--- config.mk ---
export PLATFORM = sky130hd
export DESIGN_NAME = dec_bin100
export DESIGN_NICKNAME = d
export VERILOG_FILES = /design/src/rtl/dec_bin100.sv
export SDC_FILE = /design/constraint.sdc
export NUM_CORES = 1
export LEC_CHECK = 0
export ABC_AREA = 1
export CORE_ASPECT_RATIO = 0.9
export CORE_MARGIN = 10
export CORE_UTILIZATION = 45
export CTS_CLUSTER_DIAMETER = 50
export CTS_CLUSTER_SIZE = 10
export DETAILED_ROUTE_END_ITERATION = 10
export DONT_BUFFER_PORTS = 1
export SLEW_MARGIN = 20
export SYNTH_ARGS = -nofsm -noshare
export SYNTH_HDL_FRONTEND = slang
export SYNTH_SLANG_ARGS = --single-unit
--- constraint.sdc ---
create_clock -name CLK -period 3.75 [get_ports CLK]
set_input_delay 0.75 -clock CLK [delete_from_list [all_inputs] [get_ports CLK]]
set_output_delay 0.75 -clock CLK [all_outputs]
set_load 0.1 [all_outputs]
--- src/rtl/dec_bin100.sv ---
`default_nettype none
// dec_bin100: sequential three-digit BCD to 10-bit binary converter.
// One digit is folded in per clock as acc*10 + digit; digits above 9 are rejected.
module dec_bin100 (
  input  logic       CLK,
  input  logic       RESET_N,
  input  logic       START,
  input  logic [3:0] DEC_IN2,
  input  logic [3:0] DEC_IN1,
  input  logic [3:0] DEC_IN0,
  output logic       BUSY,
  output logic       DONE,
  output logic       ERR,
  output logic [9:0] BIN_OUT2
);

  typedef enum logic [1:0] {
    S_IDLE = 2'd0,
    S_CALC = 2'd1,
    S_FIN  = 2'd2
  } state_t;

  state_t     state_q;
  logic [1:0] step_q;
  logic [9:0] acc_q;
  logic [9:0] acc_d;
  logic [3:0] dig2_q;
  logic [3:0] dig1_q;
  logic [3:0] dig0_q;
  logic [3:0] dig_sel;
  logic       busy_q;
  logic       done_q;
  logic       err_q;
  logic [9:0] bin_q;
  logic       bad_digit;

  // Hundreds first, so three multiply-accumulate steps yield the full value.
  always_comb begin
    dig_sel = dig0_q;
    case (step_q)
      2'd0:    dig_sel = dig2_q;
      2'd1:    dig_sel = dig1_q;
      default: dig_sel = dig0_q;
    endcase
  end

  // Largest intermediate is 99*10+9 = 999, which fits in 10 bits.
  assign acc_d = (acc_q << 3) + (acc_q << 1) + {6'd0, dig_sel};

  assign bad_digit = (DEC_IN2 > 4'd9) || (DEC_IN1 > 4'd9) || (DEC_IN0 > 4'd9);

  always_ff @(posedge CLK or negedge RESET_N) begin
    if (!RESET_N) begin
      state_q <= S_IDLE;
      step_q  <= 2'd0;
      acc_q   <= 10'd0;
      dig2_q  <= 4'd0;
      dig1_q  <= 4'd0;
      dig0_q  <= 4'd0;
      busy_q  <= 1'b0;
      done_q  <= 1'b0;
      err_q   <= 1'b0;
      bin_q   <= 10'd0;
    end else begin
      case (state_q)
        S_IDLE: begin
          done_q <= 1'b0;
          if (START) begin
            dig2_q <= DEC_IN2;
            dig1_q <= DEC_IN1;
            dig0_q <= DEC_IN0;
            if (bad_digit) begin
              err_q   <= 1'b1;
              bin_q   <= 10'd0;
              done_q  <= 1'b1;
              state_q <= S_FIN;
            end else begin
              err_q   <= 1'b0;
              acc_q   <= 10'd0;
              step_q  <= 2'd0;
              busy_q  <= 1'b1;
              state_q <= S_CALC;
            end
          end
        end
        S_CALC: begin
          acc_q <= acc_d;
          if (step_q == 2'd2) begin
            bin_q   <= acc_d;
            busy_q  <= 1'b0;
            done_q  <= 1'b1;
            step_q  <= 2'd0;
            state_q <= S_FIN;
          end else begin
            step_q <= step_q + 2'd1;
          end
        end
        S_FIN: begin
          done_q  <= 1'b0;
          state_q <= S_IDLE;
        end
        default: begin
          busy_q  <= 1'b0;
          done_q  <= 1'b0;
          state_q <= S_IDLE;
        end
      endcase
    end
  end

  assign BUSY     = busy_q;
  assign DONE     = done_q;
  assign ERR      = err_q;
  assign BIN_OUT2 = bin_q;

endmodule
`default_nettype wire

## Word-level counts from Yosys, hierarchy flattened

Cells that the tools add are included.

| storage, ports and cells | value |
|---|---|
| register bits | 38 |
| input port bits | 15 |
| output and inout bits | 13 |

| cells by class | value |
|---|---|
| equality and inequality tests | 8 |
| order comparisons | 3 |
| bitwise logic cells | 1 |
| muxes and demuxes | 24 |
| reduce and logical (&&, ||, !) cells | 10 |
| add/subtract/negate cells | 3 |

Operators with widths:

| operator | number |
|---|---|
| two-way mux 10 bit | 3 |
| case mux 10 bit (2 select lines) | 1 |
| two-way mux 9 bit | 2 |
| case mux 9 bit (2 select lines) | 1 |
| > comparator 4 bit (second input constant) | 3 |
| two-way mux 2 bit | 6 |
| adder 10 bit | 1 |
| adder 10 x 4 -> 10 bit | 1 |
| != test 2 bit (second input constant) | 4 |
| case mux 2 bit (2 select lines) | 2 |
| case mux 4 bit (2 select lines) | 1 |
| AND reduction 4 bit | 2 |
| two-way mux 1 bit | 6 |
| == test 2 x 1 -> 1 bit (second input constant) | 2 |
| == test 2 bit (second input constant) | 2 |
| logical NOT 2 bit | 2 |
| AND reduction 2 bit | 2 |
| case mux 1 bit (3 select lines) | 1 |
| AND reduction 3 bit | 1 |
| adder 2 x 1 -> 2 bit (second input constant) | 1 |
| logical OR 1 bit | 2 |
| case mux 1 bit (2 select lines) | 1 |
| nonzero test 2 bit | 1 |
| inverter 1 bit | 1 |

## Depth between registers and ports, before layout

Gate-level depths: netlist of the first run.

| depth | value |
|---|---|
| depth in word-level cells | 6 |
| mapped depth | 16 |
| gate-level depth less buffers | 16 |

## Least setup slack after synthesis of the first run

No wires, ideal clock.

| timing path | value |
|---|---|
| path kind | register to register |
| start | register step_q[0] |
| end | register bin_q[5] (netlist: BIN_OUT2[5]) |
| setup time | 0.134 ns |
| required time | 3.616 ns |
| cell stages (with the launch flop) | 13 |
| data arrival time | 2.156 ns |
| path buffers | 0 |
| setup slack | 1.460 ns |
| cells stage by stage | dfrtp_1 > inv_1 > nor2_1 > a22o_1 > a21oi_1 > fa_1 > inv_1 > ha_1 > nand3_1 > nand3_1 > or2_2 > nand3_1 > o21ai_0 |

| on the way | value |
|---|---|
| cells in the longest elaborated chain, start to end | 5 |
| elaborated cells between the ends (all ways) | 9 |

RTL lines:

| what | line | text |
|---|---|---|
| start, declared | 24 | `logic [1:0] step_q;` |
| start signal, assigned | 95 | `step_q <= step_q + 2'd1;` |
| == test 2 x 1 -> 1 bit / logical NOT 2 bit (equally long branches) | 40 | `case (step_q)` |
| case mux 4 bit (2 select lines) | 40 |  |
| adder 10 x 4 -> 10 bit | 48 | `assign acc_d = (acc_q << 3) + (acc_q << 1) + {6'd0, dig_sel};` |
| two-way mux 10 bit | 88 | `if (step_q == 2'd2) begin` |
| case mux 10 bit (2 select lines) | 65 | `case (state_q)` |
| end signal, assigned | 63 | `bin_q <= 10'd0;` |
| end signal, assigned | 74 | `bin_q <= 10'd0;` |
| end signal, assigned | 89 | `bin_q <= acc_d;` |
| end, declared | 34 | `logic [9:0] bin_q;` |

Several ways; a longest one is shown, not always the timed one. The select of a mux whose other input is x is not followed.
A chain may end at the register's enable or synchronous reset.

## Worst setup path in the final report of the first run

Same ends and word-level chain as after synthesis.

==> results of run 1 <==
-- worst paths after layout --
| check | startpoint | to |
|---|---|---|
| hold reg to reg | dig2_q[3]$_DFFE_PN0P_ | dig2_q[3]$_DFFE_PN0P_ |
| hold / removal | RESET_N | dig1_q[1]$_DFFE_PN0P_ |
| max in group asynchronous | RESET_N | acc_q[7]$_DFFE_PN0P_ |
| setup / recovery | step_q[0]$_DFFE_PN0P_ | BIN_OUT2[5]$_DFFE_PN0P_ |
| min in group CLK | dig2_q[3]$_DFFE_PN0P_ | dig2_q[3]$_DFFE_PN0P_ |
| setup reg to reg | step_q[0]$_DFFE_PN0P_ | BIN_OUT2[5]$_DFFE_PN0P_ |
-- kinds of logic after synthesis --
| kind of cell | Yosys count | synth area share |
|---|---|---|
| buffers and inverters | 31 | 0.06710 |
| DFF | 38 | 0.4473 |
| and+or+nand+nor | 142 | 0.2766 |
| AOI/OAI and AO/OA | 33 | 0.1077 |
| adders and majority gates | 16 | 0.1012 |
-- layout make-up --
cell class | count | area share
tap | 62 | 0.03355
clock buffer | 6 | 0.03571
inverter | 27 | 0.04383
multi-input combinational | 191 | 0.4464
timing repair buffer | 1 | 0.003247
sequential | 38 | 0.4113
clock inverter | 2 | 0.02597
-- routing by layer --
layer	vias to the layer above	wire length [microns]	track usage	share of wire
li1	843	-	-	-
met1	722	2344	0.1789	0.50
met2	43	1871	0.1872	0.40
met3	6	382	0.04401	0.082
met4	0	57	0.03641	0.012
met5	-	0	0	0
-- stage by stage --
stage | setup slack [ps] | std cells | utilization | area, sq um
finish | 1217 | 327 | 0.5118 | 2312
floorplan | 1460 | 260 | - | 2126
global route | 986.6 | 327 | 0.5118 | 2312
CTS | 1190 | 327 | 0.5118 | 2312
global placement | 1241 | 319 | 0.4802 | 2170
detailed placement | 1207 | 319 | 0.4802 | 2170
-- flip-flops by register name (all words and copies together), names as in the netlist --
signal	cells
step_q	2
state_q	2
acc_q	9
dig1_q	4
BUSY	1
BIN_OUT2	10
DONE	1
dig2_q	4
ERR	1
dig0_q	4
-- layout by cell type (no fill, tap or decap), drive strengths merged --
| cell type | n |
|---|---|
| clkbuf | 6 |
| bufinv | 2 |
| a21o | 1 |
| or2 | 2 |
| nand2 | 102 |
| nor2 | 21 |
| nand4 | 3 |
| buf | 1 |
| nor3 | 3 |
| o21ai | 20 |
| ha | 14 |
| a21oi | 6 |
| o22ai | 3 |
| fa | 2 |
| a22oi | 1 |
| nand3 | 10 |
| o21a | 1 |
| a22o | 1 |
| inv | 27 |
| dfrtp | 38 |
| nand3b | 1 |
==> summary.txt, run 1 <==
Outcome
  • Result of the run: completed

Critical path
  • Req. time, crit path: between 3000 and 4000 ps
  • Count of buffering cells on the critical path with inverters included: 2
  • Largest fanout on the critical path: 4
  • Critical Path, Cell by Cell: inv_1, nor2_1, a22o_1, a21oi_1, fa_1, inv_1, ha_1, nand3_1, nand3_1, or2_2, nand3_1, o21ai_0
  • Maximum single-stage delay on the critical path: 480 ps
  • Crit path top cell by count: sky130_fd_sc_hd__nand3_1
  • Cell count along the critical path: 12
  • Cell family with the largest share of critical-path delay: adder cells
  • Type of the worst setup path: flop to flop
  • Crit path DAT: around 2700 ps
  • Worst reg2reg setup slack: between 1000 and 1500 ps
  • Slowest stage cell, crit path: sky130_fd_sc_hd__fa_1
  • Crit path capture type: flop
  • R2R depth: 12
  • Nature of the critical path startpoint: flop

GRT
  • Overflow after GRT: 0
  • GRT Util Overall: 0.1296
  • Number of global-route vias before repair: 1,696
  • Initial antenna violation count: 0
  • Global-route wire length before repair: 8.273 mm
  • Maximum number of pins on one net before global-route repair: 39

Die
  • Full die area: between 7000 and 8000 sq um
  • Standard-cell rows: 23
  • Core Region: 4518 sq um
  • Die Span Y: approximately 85 microns
  • Horizontal extent of the die: between 90 and 100 microns
  • Initial Util: 0.4705
  • Number of I/O pins: 28

Synthesis
  • Number of distinct library cell variants in the gate-level netlist after synthesis: 28
  • Most area-hungry cell type in the Yosys netlist: sky130_fd_sc_hd__dfrtp_1
  • Area contributors post-synth: sky130_fd_sc_hd__dfrtp_1, sky130_fd_sc_hd__nand2_1, sky130_fd_sc_hd__ha_1, sky130_fd_sc_hd__inv_1, sky130_fd_sc_hd__nor2_1
  • Netlist Area Pre-Place: 2126 sq um
  • Count of flip-flops with a built-in enable after synthesis: 0
  • Count of mapped cells out of synthesis: 260
  • Flop and latch count out of synthesis: 38
  • Most common cell in the synthesized netlist: sky130_fd_sc_hd__nand2_1
  • Synth async-reset ratio: 1.000
  • Main flop type after synthesis: sky130_fd_sc_hd__dfrtp_1
  • Synth top area share: 0.4473
  • Ys Warns: 0
  • Sequential fraction of the synthesis area: 0.4473
  • Top cell types by occurrence after synthesis: sky130_fd_sc_hd__nand2_1, sky130_fd_sc_hd__dfrtp_1, sky130_fd_sc_hd__inv_1, sky130_fd_sc_hd__nor2_1, sky130_fd_sc_hd__ha_1
  • Average footprint of a synthesized cell: 8.176 sq um
  • Synthesized net count: just under 300

Final layout
  • Area added between synthesis and finish: 8.770%
  • Area used by sequential logic in the layout: roughly 950 sq um
  • Fill cell total of the finished layout: between 400 and 500
  • Area occupied by multi-input gates: about 1000 sq um
  • Number of diodes added for antenna fixing: 0
  • Share of final-layout standard cells stronger than drive strength 1: 0.1094
  • Final #Nets: around 300

Placement
  • Post-DP HPWL: 3.589 mm
  • Final GP Congestion: 0.8461
  • Total of buffers placed on input and output ports: 0

Route
  • Total via count after detailed routing: 1,614
  • First-pass iteration count of the detailed router: 4
  • First-iteration detailed-routing DRC count: 98
  • Via density: between 4 and 5
  • DRC viols: 0
  • Aggregate routed wire length: about 4.7 mm
  • WL/cell: about 14 microns
  • Number of routed nets with antenna violations: 0

Clock tree
  • CTS sink count: 38
  • Clk pin slew, worst setup/hold paths: ~80 ps
  • Resize count post-CTS: 0
  • Depth of the CTS H-tree: 2
  • Clock root buffer: sky130_fd_sc_hd__clkbuf_8
  • Number of buffers on the longest clock path: 2
  • Hold Buf Count CTS: 0
  • Post-CTS Repair Setup Buffers: 0
  • Clock latency reported for the late side of the worst-skew pair: roughly 290 ps
  • Clock buffers created by TritonCTS: 5
  • CTS tree: yes

Timing
  • Final Hold Fails: 0
  • Setup_tns: 0 ps
  • RSZ-0062 raised after global routing: no
  • Slew @ Worst Pin: around 930 ps
  • Final Setup Violations: 0
  • Tightest slew margin relative to the limit: 0.3808
  • Maximum operating frequency: 394.8 MHz
  • Setup clock skew after layout: 2.819 ps
  • Final hold slack: around 150 ps
  • Final critical-path share of the clock period: 0.6754
  • Final count of pins violating max slew: 0
  • Post-layout min period: between 2000 and 3000 ps

Flow run
  • Number of max-cap violations: 0

Worst hold path
  • Kind of path behind the tightest hold check: input port to asynchronous set/reset pin
Power of run 1 is not shown: default switching activity piles up to over one toggle a cycle in this logic, so the estimate is an artifact.
==> run 2: changes to the inputs <==
clock period = 2.45 ns   (was 3.75 ns; I/O delays follow)
==> summary.txt, run 2 (synthesized netlist as in run 1, its figures left out) <==
Critical path
  • Slowest stage cell, crit path: sky130_fd_sc_hd__fa_2
  • Type of the worst setup path: flop to flop
  • Launch point of the worst reg-to-reg path: step_q[0]$_DFFE_PN0P_
  • Req. time, crit path: 2670 ps
  • Crit path capture type: flop
  • Cell family with the largest share of critical-path delay: adder cells
  • Largest fanout on the critical path: 5
  • Crit path DAT: ~2600 ps
  • Worst reg2reg setup slack: 50 ps
  • Critical Path, Cell by Cell: nor2_2, inv_1, o22ai_2, nor2_1, ha_1, ha_2, fa_2, nand3_1, nand2_1, nand2_1, nand3_2, o21ai_2
  • Maximum single-stage delay on the critical path: around 450 ps
  • Count of buffering cells on the critical path with inverters included: 1
  • R2R depth: 12
  • Cell count along the critical path: 12
  • Crit path top cell by count: sky130_fd_sc_hd__nand2_1
  • Timing endpoint of the critical path: BIN_OUT2[6]$_DFFE_PN0P_
  • FF-to-FF End: BIN_OUT2[6]$_DFFE_PN0P_
  • Nature of the critical path startpoint: flop
  • Setup crit start: step_q[0]$_DFFE_PN0P_

Final layout
  • Most used cells in the layout excluding fill and tap cells: sky130_fd_sc_hd__nand2_1, sky130_fd_sc_hd__dfrtp_1, sky130_fd_sc_hd__buf_4
  • Area added between synthesis and finish: 22.84%
  • Final core area utilization: 0.5780
  • Flip-flop count of the largest register, all copies and words added: 10
  • Most common library cell in the layout ignoring fill and taps: sky130_fd_sc_hd__nand2_1
  • Number of diodes added for antenna fixing: 0
  • Final #Nets: between 300 and 400
  • Fill cell total of the finished layout: slightly below 400
  • Share of final-layout standard cells stronger than drive strength 1: 0.2734

Route
  • First-pass iteration count of the detailed router: 4
  • Number of routed nets with antenna violations: 0
  • Total via count after detailed routing: 1,735
  • Via density: around 5
  • Met3 layer wire length in the routed design: slightly above 300 microns
  • Met1 Wirelength: 2.524 mm
  • First-iteration detailed-routing DRC count: approximately 170
  • Aggregate routed wire length: around 5 mm
  • WL/cell: between 10 and 15 microns
  • Length of routed met2 wiring: around 2.1 mm
  • Highest metal layer with signal wires: met4
  • DRC viols: 0

Placement
  • Final GP Congestion: between 0.8 and 0.9
  • Total of buffers placed on input and output ports: 0
  • Post-DP HPWL: around 3.8 mm

Timing
  • Setup clock skew after layout: just over 5 ps
  • Slew @ Worst Pin: approximately 930 ps
  • Tightest slew margin relative to the limit: 0.3819
  • Final hold slack: slightly below 30 ps
  • Maximum operating frequency: around 420 MHz
  • Final critical-path share of the clock period: 0.9787
  • RSZ-0062 raised after global routing: yes
  • Final Hold Fails: 0
  • Final Setup Violations: 0
  • Final count of pins violating max slew: 0
  • Post-layout min period: 2398 ps

Clock tree
  • Depth of the CTS H-tree: 2
  • CTS tree: yes
  • Number of buffers on the longest clock path: 2
  • CTS sink count: 38
  • Clock latency reported for the late side of the worst-skew pair: 290 ps
  • Clock root buffer: sky130_fd_sc_hd__clkbuf_8
  • Post-CTS Repair Setup Buffers: 0
  • Clock buffers created by TritonCTS: 5
  • Clk pin slew, worst setup/hold paths: roughly 80 ps

GRT
  • Number of global-route vias before repair: between 1,500 and 2,000
  • Overflow after GRT: 0
  • Maximum number of pins on one net before global-route repair: 39
  • GRT Util Overall: 0.1353
  • Initial antenna violation count: 0
  • Global-route wire length before repair: 8.556 mm

Die
  • Full die area: 7877 sq um
  • Number of I/O pins: 28
  • Standard-cell rows: 23
  • Initial Util: 0.4705
  • Horizontal extent of the die: between 90 and 100 microns
  • Die Span Y: approximately 85 microns
  • Core Region: between 4000 and 5000 sq um

Outcome
  • Result of the run: completed

Worst hold path
  • Kind of path behind the tightest hold check: input port to asynchronous set/reset pin

Flow run
  • Number of max-cap violations: 0
run 2: changes by cell type in the layout (fill, tap and decap cells not counted), moves of 3 or more:
cell,before,now
sky130_fd_sc_hd__nand3_1,9,5
sky130_fd_sc_hd__nand2_1,98,95
sky130_fd_sc_hd__buf_4,1,23
sky130_fd_sc_hd__nor2_1,20,15
sky130_fd_sc_hd__ha_1,14,11
sky130_fd_sc_hd__inv_1,25,21
sky130_fd_sc_hd__nand3_2,1,5
sky130_fd_sc_hd__inv_2,2,6
sky130_fd_sc_hd__nor2_2,0,4
run 2: per-layer routing:
layer	track usage	vias to the layer above
met5	0	-
li1	-	891
met1	0.1946	802
met3	0.04313	6
met4	0.04622	0
met2	0.1840	36
run 2: how the worst min path moves through the flow:
| stage | end | depth (start not counted) | from | slack [ps] |
|---|---|---|---|---|
| 5_1_grt | dig2_q[0]$_DFFE_PN0P_ | 1 | RESET_N | 30 |
| 2_1_floorplan | BIN_OUT2[0]$_DFFE_PN0P_ | 0 | RESET_N | 190 |
| 3_5_place_dp | ERR$_DFFE_PN0P_ | 0 | RESET_N | 200 |
| 6_report | step_q[1]$_DFFE_PN0P_ | 1 | RESET_N | 30 |
| 4_1_cts | step_q[1]$_DFFE_PN0P_ | 1 | RESET_N | 30 |
| 3_3_place_gp | dig1_q[1]$_DFFE_PN0P_ | 0 | RESET_N | 200 |
run 2: timing repair:
action	in CTS	in global routing
resized for setup	5	28
hold buffers	1	0
pin swaps	0	18
endpoints found under the hold margin	38	0
endpoints found under the setup margin	6	11
run 2: per-stage QoR:
stage	instance area, sq um	setup WS [ps]	cells	setup TNS [ps]
after global placement	2342	-25.56	342	-25.56
after CTS	2515	-14.34	351	-14.34
after detailed placement	2342	-69.02	342	-172.1
after global routing	2611	-64.66	351	-217.2
final	2611	52.27	351	0
after floorplan	2126	159.7	260	0
run 2: area by class of cell:
cell class | instances | area (sq um) | share of cell area
Multi-Input combinational cell | 191 | 1139 | 0.4360
Sequential cell | 38 | 952.2 | 0.3646
Timing Repair Buffer | 25 | 203.9 | 0.07810
Inverter | 27 | 101.3 | 0.03881
Tap cell | 62 | 77.57 | 0.02971
Clock buffer | 5 | 68.82 | 0.02635
Clock inverter | 3 | 68.82 | 0.02635
Power of run 2 is left out for the same reason.
==> run 3: changes to the inputs <==
HOLD_SLACK_MARGIN = 0.15   (was default)
PLACE_DENSITY_LB_ADDON = 0.3   (was default)
==> summary.txt, run 3 (synthesized netlist as in run 1, its figures left out) <==
Critical path
  • Launch point of the worst reg-to-reg path: step_q[0]$_DFFE_PN0P_
  • Worst reg2reg setup slack: ~98 ps
  • Crit path capture type: flop
  • Largest fanout on the critical path: 5
  • Critical Path, Cell by Cell: buf_4, nor2_4, inv_2, o22ai_2, nor2_1, ha_1, ha_2, fa_2, a21oi_2, o21ai_0, buf_4, o21ai_2
  • Req. time, crit path: between 2000 and 3000 ps
  • Crit path top cell by count: sky130_fd_sc_hd__buf_4
  • Cell family with the largest share of critical-path delay: adder cells
  • FF-to-FF End: BIN_OUT2[4]$_DFFE_PN0P_
  • Count of buffering cells on the critical path with inverters included: 3
  • Crit path DAT: between 2000 and 3000 ps
  • Slowest stage cell, crit path: sky130_fd_sc_hd__fa_2
  • Type of the worst setup path: flop to flop
  • Setup crit start: step_q[0]$_DFFE_PN0P_
  • R2R depth: 12
  • Maximum single-stage delay on the critical path: ~440 ps
  • Nature of the critical path startpoint: flop

Route
  • Via density: 4.895
  • First-pass iteration count of the detailed router: 4
  • Aggregate routed wire length: between 4 and 5 mm
  • WL/cell: roughly 14 microns
  • First-iteration detailed-routing DRC count: between 100 and 150
  • Total via count after detailed routing: 1,723
  • Number of routed nets with antenna violations: 0
  • DRC viols: 0

Timing
  • Final critical-path share of the clock period: 0.9602
  • Tightest slew margin relative to the limit: 0.7420
  • Post-layout min period: 2352 ps
  • Setup clock skew after layout: 10.63 ps
  • Final Setup Violations: 0
  • Slew @ Worst Pin: 386.5 ps
  • RSZ-0062 raised after global routing: yes
  • Maximum operating frequency: approximately 430 MHz
  • Final count of pins violating max slew: 0
  • Final Hold Fails: 0

Die
  • Number of I/O pins: 28
  • Horizontal extent of the die: 92.45 microns
  • Die Span Y: 85.21 microns
  • Core Region: around 4500 sq um
  • Standard-cell rows: 23
  • Initial Util: 0.4705
  • Full die area: around 7900 sq um

Worst hold path
  • End of the worst hold path: dig2_q[1]$_DFFE_PN0P_
  • Kind of path behind the tightest hold check: input port to flop
  • Min-Delay Startpoint: DEC_IN2[1]
  • Hold Path Stages: 2

GRT
  • Overflow after GRT: 0
  • Initial antenna violation count: 0
  • Global-route wire length before repair: 8.355 mm
  • Maximum number of pins on one net before global-route repair: 39
  • GRT Util Overall: 0.1303
  • Number of global-route vias before repair: around 1,800

Final layout
  • Area used by sequential logic in the layout: around 950 sq um
  • Flip-flop count of the largest register, all copies and words added: 10
  • Area added between synthesis and finish: 20.78%
  • Final #Nets: 320
  • Most used cells in the layout excluding fill and tap cells: sky130_fd_sc_hd__nand2_1, sky130_fd_sc_hd__dfrtp_1, sky130_fd_sc_hd__buf_4
  • Fill cell total of the finished layout: 400
  • Most common library cell in the layout ignoring fill and taps: sky130_fd_sc_hd__nand2_1
  • Number of diodes added for antenna fixing: 0
  • Area occupied by multi-input gates: between 1000 and 1500 sq um
  • Final core area utilization: 0.5683
  • Share of final-layout standard cells stronger than drive strength 1: 0.2621

Clock tree
  • Depth of the CTS H-tree: 2
  • Number of buffers on the longest clock path: 2
  • Clock buffers created by TritonCTS: 5
  • Clk pin slew, worst setup/hold paths: about 80 ps
  • Clock root buffer: sky130_fd_sc_hd__clkbuf_8
  • CTS sink count: 38
  • Clock latency reported for the late side of the worst-skew pair: about 300 ps
  • CTS tree: yes

Outcome
  • Result of the run: completed

Placement
  • Final GP Congestion: 0.8409
  • Post-DP HPWL: around 3.6 mm
  • Total of buffers placed on input and output ports: 0

Flow run
  • Number of max-cap violations: 0
==> run 3: cell count changes in the layout (fill, tap and decap cells not counted), moves of 2 or more <==
cell | previous run | this run
sky130_fd_sc_hd__nor2_1 | 15 | 17
sky130_fd_sc_hd__nor2_2 | 4 | 1
sky130_fd_sc_hd__nand2_1 | 95 | 97
sky130_fd_sc_hd__bufinv_16 | 2 | 0
sky130_fd_sc_hd__o21ai_0 | 7 | 9
sky130_fd_sc_hd__nand2_2 | 6 | 4
sky130_fd_sc_hd__o21ai_1 | 4 | 2
==> run 3: cell type report <==
type	instances	area share
clock buffer	6	0.03216
clock inverter	2	0.004873
inverter	27	0.03947
multi-input combinational	191	0.4405
sequential	38	0.3709
tap	62	0.03021
timing repair buffer	26	0.08187
==> run 3: metal layers <==
layer,part of all wire,GRT usage,vias up
met2,0.43,0.1917,25
met4,0.0091,0.04202,0
met1,0.50,0.1754,801
met3,0.055,0.04313,4
li1,-,-,893
met5,0,0,-
==> run 3: timing repair <==
| action | in CTS | in global routing |
|---|---|---|
| hold buffers | 2 | 0 |
| gates resized for setup | 0 | 27 |
| buffers inserted | 0 | 3 |
| hold endpoints to repair | 38 | 0 |
| setup endpoints to repair | 0 | 11 |
==> run 3: how the worst max path moves through the flow <==
stage	cells past startpoint	endpoint
floorplan	12	BIN_OUT2[5]$_DFFE_PN0P_
global placement	11	BIN_OUT2[4]$_DFFE_PN0P_
detailed placement	14	BIN_OUT2[8]$_DFFE_PN0P_
CTS	12	BIN_OUT2[6]$_DFFE_PN0P_
global route	16	BIN_OUT2[7]$_DFFE_PN0P_
finish	12	BIN_OUT2[4]$_DFFE_PN0P_
==> run 3: metrics by stage <==
step	instance area, sq um	hold WS [ps]	TNS, ps	cells	setup WS (ps)
2_1_floorplan	2126	194.4	0	260	159.7
3_5_place_dp	2320	195.5	0	339	18.77
4_1_cts	2445	303.0	0	349	1.639
5_1_grt	2567	308.2	-202.5	352	-55.69
6_report	2567	311.3	0	352	97.56
3_3_place_gp	2320	195.6	0	339	52.86
Power of run 3 is left out for the same reason.
